[config.mk]
export PLATFORM = sky130hd
export DESIGN_NAME = instruction_loader
export DESIGN_NICKNAME = d
export VERILOG_FILES = /design/src/rtl/instruction_loader_pkg.sv /design/src/rtl/instruction_loader_timeout_counter.sv /design/src/rtl/instruction_loader.sv
export SDC_FILE = /design/constraint.sdc
export NUM_CORES = 1
export LEC_CHECK = 0
export CORE_MARGIN = 2
export CORE_UTILIZATION = 41
export CTS_CLUSTER_DIAMETER = 50
export DETAILED_ROUTE_END_ITERATION = 8
export PLACE_DENSITY_LB_ADDON = 0.12
export SKIP_LAST_GASP = 1
export SLEW_MARGIN = 20
export SYNTH_ARGS = -nofsm -noshare
export SYNTH_HDL_FRONTEND = slang
export SYNTH_HIERARCHICAL = 1
export SYNTH_SLANG_ARGS = --single-unit
export TNS_END_PERCENT = 5
[constraint.sdc]
create_clock -name i_clk -period 4.05 [get_ports i_clk]
set_input_delay 0.81 -clock i_clk [delete_from_list [all_inputs] [get_ports i_clk]]
set_output_delay 0.81 -clock i_clk [all_outputs]
set_load 0.02 [all_outputs]
[src/rtl/instruction_loader_pkg.sv]
// Shared definitions for the instruction loader: FSM states, error codes and
// the byte-level constants used to build and recognise instruction words.
package instruction_loader_pkg;

  typedef enum logic [2:0] {
    ST_IDLE    = 3'd0,
    ST_COLLECT = 3'd1,
    ST_WRITE   = 3'd2,
    ST_GAP     = 3'd3,
    ST_DONE    = 3'd4,
    ST_ERROR   = 3'd5
  } loader_state_t;

  typedef enum logic [1:0] {
    ERR_NONE     = 2'b00,
    ERR_TIMEOUT  = 2'b01,
    ERR_OVERFLOW = 2'b10
  } loader_err_t;

  localparam int BYTE_SIZE = 8;
  localparam logic LOW  = 1'b0;
  localparam logic HIGH = 1'b1;

  // The HALT instruction is every byte of the word set to this value.
  localparam logic [BYTE_SIZE-1:0] HALT_BYTE = 8'hFF;

endpackage

[src/rtl/instruction_loader_timeout_counter.sv]
// Clearable up-counter that stops at LIMIT-1 and flags that terminal count,
// used to detect a stalled byte stream in the middle of a word.
module loader_timeout_counter #(
  parameter int LIMIT = 1_000_000
) (
  input  logic i_clk,
  input  logic i_reset,
  input  logic i_clear,
  input  logic i_enable,
  output logic o_terminal
);

  localparam int CW = $clog2(LIMIT + 1);
  localparam logic [CW-1:0] TERMINAL = CW'(LIMIT - 1);

  logic [CW-1:0] count;

  always_ff @(posedge i_clk or negedge i_reset) begin
    if (!i_reset) begin
      count <= '0;
    end else if (i_clear) begin
      count <= '0;
    end else if (i_enable && (count != TERMINAL)) begin
      count <= count + CW'(1);
    end
  end

  assign o_terminal = (count == TERMINAL);

endmodule

[src/rtl/instruction_loader.sv]
// Packs UART bytes big-endian into instruction words and writes them to the
// instruction memory, stopping on HALT, memory overflow or a mid-word stall.
module instruction_loader
  import instruction_loader_pkg::*;
#(
  parameter int WORD_SIZE_IN_BYTES = 4,
  parameter int MEM_SIZE_IN_WORDS  = 64,
  parameter int TIMEOUT_CYCLES     = 1_000_000
) (
  input  logic                                     i_clk,
  input  logic                                     i_reset,
  input  logic                                     i_start,
  input  logic [BYTE_SIZE-1:0]                     i_rx_data,
  input  logic                                     i_rx_valid,
  input  logic                                     i_mem_full,
  output logic [WORD_SIZE_IN_BYTES*BYTE_SIZE-1:0]  o_instruction,
  output logic                                     o_instr_write,
  output logic                                     o_busy,
  output logic                                     o_done,
  output logic                                     o_error,
  output logic [1:0]                               o_err_code,
  output logic [$clog2(MEM_SIZE_IN_WORDS+1)-1:0]   o_words_loaded
);

  localparam int WORD_W = WORD_SIZE_IN_BYTES * BYTE_SIZE;
  localparam int PACK_W = WORD_W - BYTE_SIZE;
  localparam int IDX_W  = $clog2(WORD_SIZE_IN_BYTES + 1);
  localparam int CNT_W  = $clog2(MEM_SIZE_IN_WORDS + 1);
  localparam logic [IDX_W-1:0]  LAST_IDX  = IDX_W'(WORD_SIZE_IN_BYTES - 1);
  localparam logic [CNT_W-1:0]  MEM_LIMIT = CNT_W'(MEM_SIZE_IN_WORDS);
  localparam logic [WORD_W-1:0] INSTRUCTION_HALT = {WORD_SIZE_IN_BYTES{HALT_BYTE}};

  loader_state_t    state;
  logic [IDX_W-1:0] byte_idx;
  logic [PACK_W-1:0] pack_reg;
  logic             timer_enable;
  logic             timer_expired;

  // The stall timer only runs while a word is partially packed and no byte arrives.
  assign timer_enable = (state == ST_COLLECT) && (byte_idx != '0) && !i_rx_valid;

  loader_timeout_counter #(
    .LIMIT(TIMEOUT_CYCLES)
  ) u_timeout (
    .i_clk     (i_clk),
    .i_reset   (i_reset),
    .i_clear   (!timer_enable),
    .i_enable  (timer_enable),
    .o_terminal(timer_expired)
  );

  always_ff @(posedge i_clk or negedge i_reset) begin
    if (!i_reset) begin
      state          <= ST_IDLE;
      byte_idx       <= '0;
      pack_reg       <= '0;
      o_instruction  <= '0;
      o_instr_write  <= LOW;
      o_busy         <= LOW;
      o_done         <= LOW;
      o_error        <= LOW;
      o_err_code     <= ERR_NONE;
      o_words_loaded <= '0;
    end else begin
      o_instr_write <= LOW;
      case (state)
        ST_IDLE, ST_DONE, ST_ERROR: begin
          if (i_start) begin
            state          <= ST_COLLECT;
            byte_idx       <= '0;
            o_words_loaded <= '0;
            o_err_code     <= ERR_NONE;
            o_busy         <= HIGH;
            o_done         <= LOW;
            o_error        <= LOW;
          end
        end
        ST_COLLECT: begin
          if (i_rx_valid) begin
            if (byte_idx == LAST_IDX) begin
              o_instruction <= {pack_reg, i_rx_data};
              byte_idx      <= '0;
              state         <= ST_WRITE;
            end else begin
              pack_reg <= PACK_W'({pack_reg, i_rx_data});
              byte_idx <= byte_idx + IDX_W'(1);
            end
          end else if (timer_expired && (byte_idx != '0)) begin
            state      <= ST_ERROR;
            o_err_code <= ERR_TIMEOUT;
            o_busy     <= LOW;
            o_error    <= HIGH;
          end
        end
        ST_WRITE: begin
          // A byte arriving here already belongs to the next word.
          if (i_rx_valid) begin
            pack_reg <= PACK_W'({pack_reg, i_rx_data});
            byte_idx <= byte_idx + IDX_W'(1);
          end
          if (i_mem_full || (o_words_loaded == MEM_LIMIT)) begin
            state      <= ST_ERROR;
            o_err_code <= ERR_OVERFLOW;
            o_busy     <= LOW;
            o_error    <= HIGH;
          end else begin
            o_instr_write  <= HIGH;
            o_words_loaded <= o_words_loaded + CNT_W'(1);
            if (o_instruction == INSTRUCTION_HALT) begin
              state  <= ST_DONE;
              o_busy <= LOW;
              o_done <= HIGH;
            end else begin
              state <= ST_GAP;
            end
          end
        end
        ST_GAP: begin
          if (i_rx_valid) begin
            pack_reg <= PACK_W'({pack_reg, i_rx_data});
            byte_idx <= byte_idx + IDX_W'(1);
          end
          state <= ST_COLLECT;
        end
        default: state <= ST_IDLE;
      endcase
    end
  end

endmodule

**Word level (Yosys, flattened, before mapping)**

Cells that the tools add are included.

- Add/subtract/negate cells: 3
- Equal/unequal tests: 23
- Muxes and demuxes: 42
- Reductions and logical operators: 22

Operators by type and width:

| cell | count |
|---|---|
| $mux W24 | 3 |
| $pmux W24 S2 | 1 |
| $mux W20 | 2 |
| $eq A32 B32 Y1 const B | 1 |
| $mux W3 | 10 |
| $add A20 B1 Y20 const B | 1 |
| $eq A20 B20 Y1 const B | 1 |
| $ne A20 B20 Y1 const B | 1 |
| $ne A2 B2 Y1 const B | 8 |
| $mux W7 | 2 |
| $pmux W7 S2 | 1 |
| $mux W1 | 13 |
| $pmux W3 S4 | 1 |
| $reduce_and A4 Y1 | 3 |
| $reduce_and A5 Y1 | 2 |
| $eq A3 B2 Y1 const B | 3 |
| $pmux W3 S3 | 1 |
| $reduce_and A3 Y1 | 3 |
| $reduce_bool A3 Y1 | 3 |
| $mux W2 | 4 |
| $add A7 B1 Y7 const B | 1 |
| $eq A7 B7 Y1 const B | 1 |
| $eq A3 B3 Y1 const B | 2 |
| $ne A3 B2 Y1 const B | 2 |
| 14 further kinds | 20 |

- Bits in registers: 95

**Longest topological paths before layout**

Gate-level depths: netlist of the first run.

- Depth in word-level cells: 6
- Gate-level depth with buffers: 10
- Depth with buffers taken out: 9

**Cells and area by module**

Netlist of the first run, hierarchy kept.

By module, submodules not included:

| module | instances | cells an instance | area each (um2) | sequential area each (um2) |
|---|---|---|---|---|
| instruction_loader | 1 | 260 | 3299.4 | 1876.8 |
| loader_timeout_counter | 1 | 113 | 1128.6 | 500.5 |

**Least setup slack after synthesis of the first run**

OpenSTA, ideal clock, no wires.

- Path kind: input -> register
- Start point: in i_rx_valid
- End point: reg u_timeout.count[15]
- Setup time: 0.078 ns
- Arrival: 2.336 ns
- Required time: 3.972 ns
- Slack: 1.636 ns
- Stages on the path: 6
- Path buffers: 1
- Cell sequence: or4_1 -> inv_1 -> buf_2 -> o21ai_4 -> or4_1 -> a21oi_1

- Longest elaborated chain between the ends: 4
- Elaborated cells on any way between the ends: 5
- Those cells by class: 1 x eq/ne; 1 x mux; 3 x reduce/logical

Ends and longest elaborated chain:

| element | line | RTL |
|---|---|---|
| from (decl) | instruction_loader.sv:14 | `input logic i_rx_valid,` |
| $logic_not A1 Y1 * | instruction_loader.sv:40 | `assign timer_enable = (state == ST_COLLECT) && (byte_idx != '0) && !i_rx_valid;` |
| $logic_and A1 B1 Y1 * | instruction_loader.sv:40 |  |
| net timer_enable | instruction_loader.sv:36 | `logic timer_enable;` |
| $logic_and A1 B1 Y1 | instruction_loader_timeout_counter.sv:23 | `end else if (i_enable && (count != TERMINAL)) begin` |
| $ne A2 B2 Y1 (no source line) | -- |  |
| to (signal assigned) | instruction_loader_timeout_counter.sv:24 | `count <= count + CW'(1);` |
| to (decl) | instruction_loader_timeout_counter.sv:16 | `logic [CW-1:0] count;` |

Mark *: on every way through the listed nets, which the timed path passes. The rest lies on a longest branch.
A chain may end at the register's enable or synchronous reset.

**Worst setup path in the final report of the first run**

- Start point: in i_rx_valid
- End point: reg u_timeout.count[14]

The elaborated chain is that of the path after synthesis.

==> summary.md, run 1 <==
| Metric | Value |
|---|---|
| Sw frac | `0.3710` |
| Antenna Nets Post-Route | `0` |
| Sequential element share of the synthesized area | `0.5369` |
| Final WL | `8.903 mm` |
| Max Buffers Root-to-Sink | `2` |
| Root Driver | `clkbuf_8` |
| Critical path class | `in2reg` |
| Ranking of synthesized cells by area | `dfrtp_1, mux2_2, nor2_1` |
| Clock share of power | `0.159` |
| Synth Register Bits | `95` |
| Slew Viols, Final | `0` |
| Post-synth ARST share | `1.000` |
| Congestion Overflow GR | `0` |
| Share of layout cells above drive strength 1 | `0.2133` |
| Syn avg cell area | `11.87 um^2` |
| Largest net degree at the start of global routing | `54` |
| Core Region | `10420 um^2` |
| Pwr dens | `694.8 nW/um^2` |
| H-tree Lvls | `3` |
| DRT Pass-1 Iters | `4` |
| IO buf count | `57` |
| Antenna violations before repair | `0` |
| Crit. End Element | `flop` |
| Crit path required time | `4.35 ns` |
| Setup TNS | `0 ns` |
| Synth area leader | `dfrtp_1` |
| # rows | `37` |
| Placer congestion estimate | `0.8028` |
| Internal power | `2.319 mW` |
| Die Y | `107.9 um` |
| Synthesized area | `4428 um^2` |
| Worst skew pair latency | `0.37 ns` |
| Final Hold Viols | `0` |
| Die area | `11650 um^2` |
| Run status | `finished clean` |
| Flop pwr share | `0.434` |
| Worst-path fanout max | `23` |
| Max-cap violations | `0` |
| Comb pwr share | `0.407` |
| Routed len/inst | `15.56 um` |
| 1st-iter DRT viols | `96` |
| Vias in the first global route | `2988` |
| Post-CTS Resized | `0` |
| Synthesized net count | `393` |
| Leakage | `2.202 nW` |
| Final Cycle Share | `0.7229` |
| Netlist cell types | `60` |
| Yosys Warn Count | `6` |
| CTS tree | `built` |
| Rel. slew slack | `0.5458` |
| Post-CTS Setup Inserts | `0` |
| CTS Buf Count | `9` |
| Max reg flops | `32` |
| Vias | `3029` |
| Clk sink count | `95` |
| CP startpoint kind | `primary input` |
| Total power | `3.686 mW` |
| Total Routing Usage GR | `0.1645` |
| Final #Nets | `451` |
| Boundary Pins | `58` |
| Setup Viol. Count Final | `0` |
| RSZ-0062 raised after global routing | `false` |
| HP Class | `in2async` |
| DR vias/cell | `5.295` |
| Max Freq | `341.5 MHz` |
| Area grow syn2layout | `19.81%` |
| R2R depth | `7` |
| Design Area, Final | `5305 um^2` |
| Worst Tran Pin Value | `0.6813 ns` |
| Area post-placement | `5125 um^2` |
| Data arrival time of the critical path | `3.23 ns` |
| Number of synthesized flops with an enable pin | `0` |
| Final Critical Period | `2.928 ns` |
| Clk slew on worst S/H paths | `0.10 ns` |
| Final Skew | `0.01527 ns` |
| Post-synth top area share | `0.5369` |
| Antenna cells | `0` |
| Synth Flop Type | `dfrtp_1` |
| First-pass GRT wire length | `15.08 mm` |
| Starting Density | `0.4251` |
| Peak VDD IR | `0.4285 mV` |
| CTS Hold Buffers Added | `0` |
| Die width | `107.9 um` |
| Final HPWL DP | `6.044 mm` |
| Synthesized netlist cell count | `373` |
| P_sw | `1.367 mW` |
| DRC | `0` |
worst max-delay path: stages:
cell	delay (ns)
clkdlybuf4s50_1	0.50
or4_1	0.53
buf_4	0.23
inv_1	0.26
o21ai_4	0.21
or4_1	0.53
a21oi_1	0.15
logic make-up after synthesis:
| kind of cell | Yosys count | synth area share |
|---|---|---|
| AND/OR/NAND/NOR | 116 | 0.1543 |
| XOR/XNOR | 8 | 0.01582 |
| multiplexers | 60 | 0.1529 |
| buffers and inverters | 30 | 0.03278 |
| adder cells (fa/ha/maj) | 7 | 0.01978 |
| AO/OA/AOI/OAI | 57 | 0.08760 |
| flip-flops | 95 | 0.5369 |
final cells by class:
type                            count  area [um^2]
Clock buffer                       11        141.4
Clock inverter                      5        38.79
Fill cell                         980         5111
Inverter                           15        61.31
Multi-Input combinational cell    248         1911
Sequential cell                    95         2377
Tap cell                          136        170.2
Timing Repair Buffer               62        605.6
power groups by stage:
stage | Sequential (mW) | Combinational [mW] | Clock, mW
floorplan | 1.73 | 0.805 | 0
global placement | 1.62 | 1.49 | 0
detailed placement | 1.62 | 1.52 | 0
CTS | 1.61 | 1.52 | 0.607
global route | 1.66 | 1.63 | 0.649
finish | 1.60 | 1.50 | 0.586
Yosys cell counts, types with 2 or more instances:
cell       count
a21oi_1       14
buf_2          6
nand4_1       12
nand2_1       20
or4_1          7
and2_1         2
o21ai_0        9
xnor2_1        2
mux2_1         2
inv_1         14
or3_1          5
buf_6          2
mux2i_1        2
and3_1         5
o21ai_1        4
ha_1           7
a2bb2oi_1      2
a21o_1         3
mux2_2        55
nor3_1         4
nor3b_1        2
o31ai_1        5
xor2_1         6
a22oi_1        2
nor2b_1        8
dfrtp_1       95
nor4_1         2
clkbuf_1       5
nor2_1        24
a31oi_1        4
and4_1         2
nand3_1       12
nand2b_1       2
placed cells by master, fill, tap and decap left out, drive strengths merged, types with 2 or more instances in the layout:
master / instances
buf: 6
nand3: 12
nand4: 12
clkdlybuf4s50: 56
nor2: 24
a22oi: 3
xor2: 6
o21ai: 15
o31ai: 5
a2bb2oi: 2
xnor2: 2
nor2b: 8
dfrtp: 95
or4: 7
nand2: 21
clkbuf: 11
mux2: 58
nor3: 5
inv: 17
and2: 2
and4: 2
a21o: 3
a21oi: 14
clkinv: 2
and3: 5
ha: 7
or3: 5
mux2i: 2
a31oi: 4
nor4: 3
nand2b: 2
nor3b: 2
per-stage QoR:
stage	util	setup slack (ns)	hold slack, ns	std cells
after global routing	0.5093	1.045	0.5219	572
final	0.5093	1.122	0.4681	572
after detailed placement	0.4920	0.7559	0.4875	556
after global placement	0.4920	0.8205	0.4812	556
after CTS	0.5093	1.142	0.4944	572
after floorplan	-	1.636	0.4737	373
per-layer routing:
metal,GRT usage,share of wire,up-vias
li1,-,-,1470
met1,0.2243,0.48,1499
met2,0.2601,0.47,50
met3,0.04056,0.035,10
met4,0.05037,0.013,0
met5,0,0,-
final timing paths:
path / from / end / slack, ns
worst max-delay path: i_rx_valid / u_timeout/count[14]$_DFFE_PN0P_ / 1.12
worst min-delay path: i_reset / u_timeout/count[17]$_DFFE_PN0P_ / 0.47
max in group asynchronous: i_reset / pack_reg[6]$_DFFE_PN0P_ / 2.77
worst min register to register: o_err_code[1]$_DFFE_PN0P_ / o_err_code[1]$_DFFE_PN0P_ / 0.51
worst max register to register: state[2]$_DFFE_PN0P_ / u_timeout/count[14]$_DFFE_PN0P_ / 1.32
min in group i_clk: o_err_code[1]$_DFFE_PN0P_ / o_err_code[1]$_DFFE_PN0P_ / 0.51
(Power assumes the default switching activity.)
==> run 2: changes to the inputs <==
==> constraint.sdc (replaced) <==
create_clock -name i_clk -period 2.9 [get_ports i_clk]
set_input_delay 0.58 -clock i_clk [delete_from_list [all_inputs] [get_ports i_clk]]
set_output_delay 0.58 -clock i_clk [all_outputs]
set_load 0.02 [all_outputs]
==> run 2 against run 1 <==
Worst hold slack got worse by 0.27 ns. Non-clock buffer count rose by 3. Via count is 1.6% higher. Critical path depth is 1 higher. Final cell count is 0.35% higher. Flip-flop and latch count stayed put. Die area unchanged. Core utilization up 0.80 points. Combinational power is 47% higher. Largest power group is now combinational logic.
==> summary.md, run 2 (synthesis gave the netlist of run 1 again) <==
| Metric | Value |
|---|---|
| Run status | `finished clean (unchanged)` |
| Core Region | `10420 um^2 (unchanged)` |
| CTS Buf Count | `9 (unchanged)` |
| Worst skew pair latency | `0.37 ns (about the same)` |
| Worst-path fanout max | `7 (was 23)` |
| Largest net degree at the start of global routing | `51 (was 54)` |
| Max Freq | `404.4 MHz` |
| DRT Pass-1 Iters | `4 (unchanged)` |
| Post-CTS Resized | `0 (unchanged)` |
| Clk sink count | `95 (unchanged)` |
| Share of layout cells above drive strength 1 | `0.2192 (was 0.2133)` |
| Final Skew | `0.01662 ns (was 0.01527 ns)` |
| Antenna violations before repair | `0 (unchanged)` |
| Final #Nets | `454 (was 451)` |
| First-pass GRT wire length | `15.21 mm (was 15.08 mm)` |
| Rel. slew slack | `0.5939 (was 0.5458)` |
| Root Driver | `clkbuf_8 (unchanged)` |
| Peak VDD IR | `0.5421 mV (was 0.4285 mV)` |
| Worst setup startpoint | `u_timeout/count[12]$_DFFE_PN0P_ (was i_rx_valid)` |
| Placer congestion estimate | `0.7913 (was 0.8028)` |
| Final Cycle Share | `0.8526` |
| Flop pwr share | `0.412 (was 0.434)` |
| Final HPWL DP | `6.184 mm (was 6.044 mm)` |
| DRC | `0 (unchanged)` |
| Vias in the first global route | `3072 (was 2988)` |
| Comb pwr share | `0.417 (was 0.407)` |
| Boundary Pins | `58 (unchanged)` |
| Most common cell after layout, fill and taps aside | `dfrtp_1 (unchanged)` |
| CP startpoint kind | `flop (was primary input)` |
| Max-cap violations | `0 (unchanged)` |
| RSZ-0062 raised after global routing | `false (unchanged)` |
| P_sw | `1.917 mW (was 1.367 mW)` |
| Internal power | `3.392 mW (was 2.319 mW)` |
| Max Buffers Root-to-Sink | `2 (unchanged)` |
| Critical path class | `reg2reg (was in2reg)` |
| Starting Density | `0.4251 (unchanged)` |
| Clock share of power | `0.172 (was 0.159)` |
| Sw frac | `0.3610 (was 0.3710)` |
| Antenna Nets Post-Route | `0 (unchanged)` |
| # rows | `37 (unchanged)` |
| Total Routing Usage GR | `0.1688 (was 0.1645)` |
| CTS Hold Buffers Added | `0 (unchanged)` |
| Vias | `3077 (was 3029)` |
| Die area | `11650 um^2 (unchanged)` |
| HP Class | `in2async (unchanged)` |
| Crit. End Element | `flop (unchanged)` |
| Pwr dens | `985.1 nW/um^2 (was 694.8 nW/um^2)` |
| Data arrival time of the critical path | `2.74 ns (was 3.23 ns)` |
| Area grow syn2layout | `21.70% (was 19.81%)` |
| Crit path required time | `3.17 ns (was 4.35 ns)` |
| Routed len/inst | `15.93 um (was 15.56 um)` |
| Leakage | `2.246 nW (was 2.202 nW)` |
| Placed insts | `559 (was 556)` |
| Congestion Overflow GR | `0 (unchanged)` |
| Post-CTS Setup Inserts | `0 (unchanged)` |
| Die Y | `107.9 um (unchanged)` |
| Slew Viols, Final | `0 (unchanged)` |
| DR vias/cell | `5.361 (was 5.295)` |
| Finished Layout Cells | `574 (was 572)` |
| Antenna cells | `0 (unchanged)` |
| Final Hold Viols | `0 (unchanged)` |
| Worst Tran Pin Value | `0.6045 ns (was 0.6813 ns)` |
| CTS tree | `built (unchanged)` |
| IO buf count | `57 (unchanged)` |
| Max reg flops | `32 (unchanged)` |
| 1st-iter DRT viols | `119 (was 96)` |
| Reg-to-Reg Start | `u_timeout/count[12]$_DFFE_PN0P_ (was state[2]$_DFFE_PN0P_)` |
| H-tree Lvls | `3 (unchanged)` |
| Final Critical Period | `2.473 ns` |
| Die width | `107.9 um (unchanged)` |
| Most frequent cells in the layout | `dfrtp_1, clkdlybuf4s50_1, mux2_2 (unchanged)` |
| Setup Viol. Count Final | `0 (unchanged)` |
| Clk slew on worst S/H paths | `0.10 ns (about the same)` |
| Setup TNS | `0 ns (unchanged)` |
| Final WL | `9.142 mm (was 8.903 mm)` |
-- run 2: changes by cell type in the layout (fill, tap and decap cells not counted), sizes merged --
cell and change:
buf +3, bufinv +1, clkinvlp -1, inv -1
-- run 2: critical path, cell delays in order (launching register included) --
cell and delay (ns):
dfrtp_1 0.47, nor4bb_4 0.39, nand4b_4 0.21, nor2_1 0.13, inv_1 0.06, nor3_1 0.51
a2bb2oi_1 0.23, nor2_1 0.09, mux2_2 0.27
-- run 2: area by class of cell --
type,count,area [um^2]
Tap cell,136,170.2
Timing Repair Buffer,65,665.6
Sequential cell,95,2377
Clock buffer,11,151.4
Fill cell,948,5027
Clock inverter,4,52.55
Inverter,15,61.31
Multi-Input combinational cell,248,1911
-- run 2: stage by stage --
stage | total power, mW | util | setup slack (ns) | instance area [um^2] | hold WS, ns
after floorplan | 3.536 | - | 0.7061 | 4428 | 0.2844
after global placement | 4.404 | 0.4978 | 0.3363 | 5185 | 0.4822
after detailed placement | 4.451 | 0.4978 | 0.3114 | 5185 | 0.4884
after CTS | 5.385 | 0.5174 | 0.4114 | 5389 | 0.2088
after global routing | 5.656 | 0.5174 | 0.2269 | 5389 | 0.2361
final | 5.309 | 0.5174 | 0.4273 | 5389 | 0.2001
-- run 2: metal layers --
layer	GRT usage	wire length [um]
met5	0	0
met3	0.05024	390
met4	0.06136	122
met2	0.2691	4417
met1	0.2185	4211
-- run 2: power groups by stage --
| stage | clock network [mW] | logic [mW] | registers, mW |
|---|---|---|---|
| after floorplan | 0 | 1.12 | 2.41 |
| after global placement | 0 | 2.20 | 2.21 |
| after detailed placement | 0 | 2.23 | 2.22 |
| after CTS | 0.945 | 2.24 | 2.20 |
| after global routing | 0.991 | 2.41 | 2.25 |
| final | 0.911 | 2.21 | 2.18 |
-- run 2: final timing paths --
check,endpoint,slack [ns],cells after the start
worst max-delay path,state[0]$_DFFE_PN0P_,0.43,8
worst min-delay path,u_timeout/count[15]$_DFFE_PN0P_,0.20,1
worst max register to register,state[0]$_DFFE_PN0P_,0.43,8
worst min register to register,o_done$_DFFE_PN0P_,0.50,2
max in group asynchronous,o_instruction[14]$_DFFE_PN0P_,2.02,2
min in group i_clk,o_done$_DFFE_PN0P_,0.50,2
==> run 3: changes to the inputs <==
--- a/config.mk
+++ b/config.mk
@@ -7,8 +7,10 @@
 export LEC_CHECK = 0
 export CORE_MARGIN = 2
 export CORE_UTILIZATION = 41
+export CTS_BUF_LIST = sky130_fd_sc_hd__clkbuf_8
 export CTS_CLUSTER_DIAMETER = 50
 export DETAILED_ROUTE_END_ITERATION = 8
+export HOLD_SLACK_MARGIN = 0.12
 export PLACE_DENSITY_LB_ADDON = 0.12
 export SKIP_LAST_GASP = 1
 export SLEW_MARGIN = 20
==> results of run 3 <==
Same layout as run 2: the final DEF is identical, and so are final timing and power.
